==> src/rtl/apb_uart_bridge_if.sv <==
// APB3 bus bundle between an APB master and the UART bridge.
// Signal names follow the APB3 naming so waveforms read naturally.
interface apb_uart_bridge_if #(
  parameter int ADDR_WIDTH = 8,
  parameter int DATA_WIDTH = 32
);
  logic                  PSEL;
  logic                  PENABLE;
  logic                  PWRITE;
  logic [ADDR_WIDTH-1:0] PADDR;
  logic [DATA_WIDTH-1:0] PWDATA;
  logic [DATA_WIDTH-1:0] PRDATA;
  logic                  PREADY;
  logic                  PSLVERR;

  modport master (
    output PSEL, PENABLE, PWRITE, PADDR, PWDATA,
    input  PRDATA, PREADY, PSLVERR
  );

  modport slave (
    input  PSEL, PENABLE, PWRITE, PADDR, PWDATA,
    output PRDATA, PREADY, PSLVERR
  );
endinterface

==> src/rtl/apb_uart_bridge.sv <==
// APB3 slave front-end: turns APB transfers into one-hot UART core
// requests, holds them until core ready or timeout, rejects bad accesses.
module apb_uart_bridge #(
  parameter int ADDR_WIDTH = 8,
  parameter int DATA_WIDTH = 32,
  parameter logic [ADDR_WIDTH-1:0] TX_ADDR = 'h4,
  parameter logic [ADDR_WIDTH-1:0] RX_ADDR = 'h5,
  parameter logic [ADDR_WIDTH-1:0] CFG_LO  = 'h0,
  parameter logic [ADDR_WIDTH-1:0] CFG_HI  = 'h3,
  parameter int TIMEOUT = 1048575
) (
  input  logic                  PCLK,
  input  logic                  PRESET,
  apb_uart_bridge_if.slave      apb,
  output logic [DATA_WIDTH-1:0] write_data_in,
  output logic [ADDR_WIDTH-1:0] config_address,
  output logic                  TX_detect,
  output logic                  RX_detect,
  output logic                  config_write_detect,
  output logic                  config_read_detect,
  input  logic [DATA_WIDTH-1:0] read_data,
  input  logic                  ready,
  input  logic                  error
);

  localparam int CW = $clog2(TIMEOUT + 1);

  typedef enum logic [1:0] {IDLE, ACCESS, RESP, ERR} state_t;
  typedef enum logic [1:0] {K_TX, K_RX, K_CW, K_CR} kind_t;

  state_t state, state_nx;
  kind_t  kind, kind_nx;
  logic [CW-1:0] cnt, cnt_nx;
  logic [DATA_WIDTH-1:0] rdata_q, rdata_nx;
  logic err_q, err_nx;
  logic setup, done;
  logic in_cfg;
  logic [ADDR_WIDTH-1:0] cfg_off;

  // Offset form keeps the range test free of a constant >= 0 compare.
  assign cfg_off = apb.PADDR - CFG_LO;
  assign in_cfg  = cfg_off <= (CFG_HI - CFG_LO);

  always_ff @(posedge PCLK or posedge PRESET) begin
    if (PRESET) begin
      state          <= IDLE;
      kind           <= K_TX;
      cnt            <= '0;
      rdata_q        <= '0;
      err_q          <= 1'b0;
      config_address <= '0;
      write_data_in  <= '0;
    end else begin
      state <= state_nx;
      kind  <= kind_nx;
      cnt   <= cnt_nx;
      if (setup) begin
        config_address <= apb.PADDR;
        write_data_in  <= apb.PWDATA;
      end
      if (done) begin
        rdata_q <= rdata_nx;
        err_q   <= err_nx;
      end
    end
  end

  always_comb begin
    state_nx            = state;
    kind_nx             = kind;
    cnt_nx              = cnt;
    setup               = 1'b0;
    done                = 1'b0;
    rdata_nx            = '0;
    err_nx              = 1'b0;
    TX_detect           = 1'b0;
    RX_detect           = 1'b0;
    config_write_detect = 1'b0;
    config_read_detect  = 1'b0;
    apb.PREADY          = 1'b0;
    apb.PSLVERR         = 1'b0;
    apb.PRDATA          = '0;
    unique case (state)
      IDLE: begin
        cnt_nx = '0;
        if (apb.PSEL && !apb.PENABLE) begin
          setup    = 1'b1;
          state_nx = ACCESS;
          if (apb.PWRITE && apb.PADDR == TX_ADDR)
            kind_nx = K_TX;
          else if (!apb.PWRITE && apb.PADDR == RX_ADDR)
            kind_nx = K_RX;
          else if (in_cfg)
            kind_nx = apb.PWRITE ? K_CW : K_CR;
          else
            state_nx = ERR;
        end
      end
      ACCESS: begin
        unique case (kind)
          K_TX: TX_detect           = 1'b1;
          K_RX: RX_detect           = 1'b1;
          K_CW: config_write_detect = 1'b1;
          K_CR: config_read_detect  = 1'b1;
        endcase
        cnt_nx = (cnt == '1) ? cnt : cnt + 1'b1;
        if (!apb.PSEL) begin
          state_nx = IDLE;
          cnt_nx   = '0;
        end else if (ready) begin
          done     = 1'b1;
          rdata_nx = (kind == K_RX || kind == K_CR) ? read_data : '0;
          err_nx   = error;
          state_nx = RESP;
        end else if (cnt == CW'(TIMEOUT - 1)) begin
          done     = 1'b1;
          err_nx   = 1'b1;
          state_nx = RESP;
        end
      end
      RESP: begin
        apb.PREADY  = 1'b1;
        apb.PRDATA  = rdata_q;
        apb.PSLVERR = err_q;
        cnt_nx      = '0;
        state_nx    = IDLE;
      end
      ERR: begin
        apb.PREADY  = 1'b1;
        apb.PSLVERR = 1'b1;
        state_nx    = IDLE;
      end
    endcase
  end

endmodule

==> src/flat_wrapper.sv <==
// flat-port wrapper written by rule: the top's interface ports become plain ports
module apb_uart_bridge_flat 
#(
  parameter int ADDR_WIDTH = 8,
  parameter int DATA_WIDTH = 32,
  parameter logic [ADDR_WIDTH-1:0] TX_ADDR = 'h4,
  parameter logic [ADDR_WIDTH-1:0] RX_ADDR = 'h5,
  parameter logic [ADDR_WIDTH-1:0] CFG_LO  = 'h0,
  parameter logic [ADDR_WIDTH-1:0] CFG_HI  = 'h3,
  parameter int TIMEOUT = 1048575
)
  (PCLK, PRESET, write_data_in, config_address, TX_detect, RX_detect, config_write_detect, config_read_detect, read_data, ready, error, apb_PSEL, apb_PENABLE, apb_PWRITE, apb_PADDR, apb_PWDATA, apb_PRDATA, apb_PREADY, apb_PSLVERR);
  apb_uart_bridge_if #(.ADDR_WIDTH(ADDR_WIDTH), .DATA_WIDTH(DATA_WIDTH)) apb_i ();
  input  logic PCLK;
  input  logic PRESET;
  output logic [DATA_WIDTH-1:0] write_data_in;
  output logic [ADDR_WIDTH-1:0] config_address;
  output logic TX_detect;
  output logic RX_detect;
  output logic config_write_detect;
  output logic config_read_detect;
  input  logic [DATA_WIDTH-1:0] read_data;
  input  logic ready;
  input  logic error;
  input wire logic [$bits(apb_i.PSEL)-1:0] apb_PSEL;
  input wire logic [$bits(apb_i.PENABLE)-1:0] apb_PENABLE;
  input wire logic [$bits(apb_i.PWRITE)-1:0] apb_PWRITE;
  input wire logic [$bits(apb_i.PADDR)-1:0] apb_PADDR;
  input wire logic [$bits(apb_i.PWDATA)-1:0] apb_PWDATA;
  output wire logic [$bits(apb_i.PRDATA)-1:0] apb_PRDATA;
  output wire logic [$bits(apb_i.PREADY)-1:0] apb_PREADY;
  output wire logic [$bits(apb_i.PSLVERR)-1:0] apb_PSLVERR;
  assign apb_i.PSEL = apb_PSEL;
  assign apb_i.PENABLE = apb_PENABLE;
  assign apb_i.PWRITE = apb_PWRITE;
  assign apb_i.PADDR = apb_PADDR;
  assign apb_i.PWDATA = apb_PWDATA;
  assign apb_PRDATA = apb_i.PRDATA;
  assign apb_PREADY = apb_i.PREADY;
  assign apb_PSLVERR = apb_i.PSLVERR;
  apb_uart_bridge #(.ADDR_WIDTH(ADDR_WIDTH), .DATA_WIDTH(DATA_WIDTH), .TX_ADDR(TX_ADDR), .RX_ADDR(RX_ADDR), .CFG_LO(CFG_LO), .CFG_HI(CFG_HI), .TIMEOUT(TIMEOUT)) u_core (.PCLK(PCLK), .PRESET(PRESET), .apb(apb_i), .write_data_in(write_data_in), .config_address(config_address), .TX_detect(TX_detect), .RX_detect(RX_detect), .config_write_detect(config_write_detect), .config_read_detect(config_read_detect), .read_data(read_data), .ready(ready), .error(error));
endmodule
==> config.mk <==
export PLATFORM = sky130hd
export DESIGN_NAME = apb_uart_bridge_flat
export DESIGN_NICKNAME = d
export VERILOG_FILES = /design/src/rtl/apb_uart_bridge_if.sv /design/src/rtl/apb_uart_bridge.sv /design/src/flat_wrapper.sv
export SDC_FILE = /design/constraint.sdc
export NUM_CORES = 1
export LEC_CHECK = 0
export BUFFER_PORTS_ARGS = -buffer_cell sky130_fd_sc_hd__buf_2
export CAP_MARGIN = 5
export CORE_MARGIN = 2
export CORE_UTILIZATION = 34
export DETAILED_ROUTE_END_ITERATION = 8
export PLACE_DENSITY_LB_ADDON = 0.05
export SLEW_MARGIN = 20
export SYNTH_ARGS = -nofsm -noshare
export SYNTH_HDL_FRONTEND = slang
export SYNTH_SLANG_ARGS = --single-unit
==> constraint.sdc <==
create_clock -name PCLK -period 3.1 [get_ports PCLK]
set_input_delay 0.62 -clock PCLK [delete_from_list [all_inputs] [get_ports PCLK]]
set_output_delay 0.62 -clock PCLK [all_outputs]
set_load 0.01 [all_outputs]
==> key figures <==
Power and ir drop
  – Sequential fraction of design power: 46.3%
  – Cell Pwr Density: 625 nW/um^2
  – Internal power component: 0.00265 W
  – Share of total power in combinational logic: 20.9%
  – Total leakage power: 2.85 nW
  – Net switching power: 0.000984 W
  – Clock group share of total power: 32.9%
  – Switching share of power: 27.1%
  – Peak supply drop: 0.306 mV

Final layout
  – Final instance count without filler cells: 761
  – Number of inserted diodes: 0
  – Share of layout cells above drive strength 1: 39.3%
  – Final Util: 44.3%
  – Number of nets at the end of the flow: 662
  – Filler instances: 1295
  – Relative area change from synthesis to final layout: 28.6%

Synth
  – Simple logic cell fraction of the synthesized area: 20.1%
  – Portion of synthesized cell area occupied by the leading cell type: 53.7%
  – Leading register cell type out of synthesis: dfrtp_1
  – Synthesized area per cell: 10.4 sq um
  – Post-synth ARST share: 100%
  – Cell area after synthesis: 4520 sq um
  – Compound-cell area share of the yosys netlist: 10.5%
  – Synthesis warning total: 0
  – Dominant combinational cell family by area after synthesis: simple AND/OR/NAND/NOR gates
  – Portion of netlist area occupied by mux cells: 10.2%
  – Count of flip-flops with a built-in enable after synthesis: 0
  – Area contributors post-synth: dfrtp_1 (54%), mux2_2 (10%), nand2_1 (6.7%)
  – Xor and xnor area share after synthesis: 1.94%
  – Net Count, Synth: 514
  – Portion of the post-synthesis area used by sequential elements: 53.7%
  – Distinct cells, synth: 47
  – Cell type contributing the most total cell area after synthesis: dfrtp_1
  – Adder and majority cell fraction of the synthesized area: 0.553%
  – Post-synthesis cell count: 433
  – Count of state elements after synthesis: 97

Timing
  – Final setup TNS: 0 ps
  – Setup violation total in the final timing report: 0
  – Max-slew headroom: 58.2%
  – Final-report hold violation count: 0
  – Part of the cycle the worst path needs: 74.9%
  – Transition time at the pin with the least slew margin: 626 ps
  – Min cycle time layout: 2320 ps
  – Unrepaired setup endpoints after global routing: no
  – Maximum clock rate: 431 MHz
  – Setup clock skew after layout: 4.89 ps
  – Final number of max-transition violations: 0

GRT
  – Total gr overflow: 0
  – Combined global-route utilization of all metal layers: 16.6%
  – Via count of the first global-routing pass: 3679
  – Global-route wire length before repair: 18600 microns
  – Pin count of the biggest net entering global routing: 67
  – Initial antenna violation count: 0

Floorplan
  – Overall die width: 119 microns
  – Number of placement rows: 42
  – Die area: 14200 sq um
  – Core region area: 13100 sq um
  – Initial standard-cell utilization of the core: 34.4%
  – Number of top-level pins: 157
  – Overall die height: 119 microns

Setup path
  – Critical setup path kind: register to primary output
  – Type of destination of the critical path: primary output
  – Sort of element at the start of the critical path: register
  – Data required, critical path: 2480 ps
  – Crit-path max FO: 32
  – Data arrival at the endpoint of the critical path: 1700 ps

Placement
  – IO Port Bufs: 156
  – DPL Wire Length: 7950 microns
  – Placed cell count: 746
  – Gp weighted congestion: 0.811

Clock network
  – Setup Buffers After CTS: 0
  – Number of buffers inserted for hold repair after clock tree synthesis: 0
  – Clk Latency, worst-skew pair: 350 ps
  – # H-tree levels: 3
  – Clock tree from TritonCTS: yes
  – CTS-repair resized insts: 0
  – TritonCTS Buffers: 9
  – Clk buf depth: 2
  – Cell at the root of the clock tree: clkbuf_16
  – CTS Sinks: 97
  – Clk slew on worst S/H paths: 60 ps

Drt
  – Total wire length after detailed routing: 11600 microns
  – Number of vias per cell after detailed routing: 4.94
  – Number of DRC violations after detailed-routing iteration 0: 109
  – DR pass1 iterations: 7
  – Number of DRC violations after detailed routing: 0
  – Antenna Violating Nets Remaining: 0
  – Vias: 3760
  – Detail-routed net length per standard cell: 15.3 microns

Run status
  – Run status: finished clean

Run
  – MaxCap Viol Count: 0

Min path
  – HP Class: input port to asynchronous set/reset pin
## synth_stat cells (2+ instances only)
| cell type | instances |
|---|---|
| buf_2 | 10 |
| o21a_1 | 3 |
| nand4_1 | 8 |
| nor3_1 | 2 |
| nor2_1 | 18 |
| a21oi_1 | 11 |
| xor2_1 | 5 |
| o211ai_1 | 3 |
| and4_4 | 3 |
| inv_1 | 3 |
| or3_1 | 3 |
| ha_1 | 2 |
| a211o_1 | 2 |
| nor4_1 | 2 |
| nand2_1 | 81 |
| mux2_2 | 40 |
| nand3_1 | 9 |
| o22ai_1 | 32 |
| and2_1 | 33 |
| dfrtp_1 | 97 |
| o31ai_1 | 5 |
| nor2b_1 | 2 |
| clkbuf_1 | 15 |
| xnor2_1 | 5 |
| o21ai_0 | 8 |
| or4_1 | 4 |
| o2111ai_1 | 2 |
| and3_1 | 3 |
| and4_1 | 2 |
| nor3b_1 | 2 |
| o21bai_1 | 2 |
## sequential cells by signal (all words and copies together) (netlist names)
signal	count
u_core.write_data_in	32
u_core.config_address	8
u_core.err_q	1
u_core.cnt	20
u_core.rdata_q	32
u_core.kind	2
u_core.state	2
## final timing paths
| kind | start | to | slack (ps) | cells past startpoint |
|---|---|---|---|---|
| max in group asynchronous | PRESET | u_core.rdata_q[22] | 1960 | 3 |
| hold / removal | PRESET | u_core.write_data_in[0] | 330 | 2 |
| min in group PCLK | apb_PWRITE | u_core.kind[0] | 480 | 2 |
| setup / recovery | u_core.state[1] | apb_PRDATA[6] | 780 | 4 |
| setup reg to reg | u_core.cnt[0] | u_core.cnt[19] | 980 | 6 |
| hold reg to reg | u_core.write_data_in[1] | u_core.write_data_in[1] | 500 | 1 |
## critical path, cell delays in order (launching register included)
cell	delay [ps]
dfrtp_1	550
nor2b_2	200
buf_4	280
and2_1	190
buf_2	130
## power by group through the flow
stage / clock [W] / sequential (W) / combinational (W)
floorplan: 0 / 0.00174 / 0.000404
global placement: 0 / 0.00170 / 0.000762
detailed placement: 0 / 0.00170 / 0.000774
CTS: 0.00123 / 0.00168 / 0.000775
global route: 0.00129 / 0.00172 / 0.000840
finish: 0.00119 / 0.00168 / 0.000759
## routing by layer
layer	wire length, microns	global-route usage (%)	part of all wire [%]
met1	4980	20.5	43
met2	5560	27.0	48
met3	886	5.17	7.6
met4	189	6.54	1.6
met5	0	0	0
## cell usage in the layout (no fill, tap or decap), types with 5 or more instances in the layout
master | synthesis | routed
mux2_2 | 40 | 40
o22ai_1 | 32 | 32
buf_2 | 10 | 156
o31ai_1 | 5 | 5
o21ai_0 | 8 | 8
clkbuf_16 | 0 | 9
xor2_1 | 5 | 5
xnor2_1 | 5 | 5
and2_1 | 33 | 33
a21oi_1 | 11 | 11
nor2_1 | 18 | 18
dfrtp_1 | 97 | 97
nand2_1 | 81 | 80
nand4_1 | 8 | 8
nand3_1 | 9 | 9
buf_4 | 0 | 7
## metrics by stage
stage          worst slack (ps)  hold slack [ps]  area (sq um)  power [W]
2_1_floorplan              1130              464          4530    0.00215
3_3_place_gp                944              486          5510    0.00246
3_5_place_dp                888              491          5510    0.00248
4_1_cts                     719              332          5820    0.00369
5_1_grt                     648              378          5820    0.00385
6_report                    779              330          5820    0.00363
## final cells by class
type                       count  area, sq um  area share, %
timing repair buffer         165          873           15.0
inverter                       3         15.0          0.258
tap                          176          220           3.79
multi-input combinational    305         1970           33.9
clock inverter                 3         65.1           1.12
clock buffer                  12          246           4.24
sequential                    97         2430           41.7
## kinds of logic after synthesis
group           count (synthesis)
simple gates                  178
flops                          97
compound gates                 74
mux                            41
buf+inv                        31
xor+xnor                       10
fa+ha+maj                       2
Power figures use the tool's default switching activity.
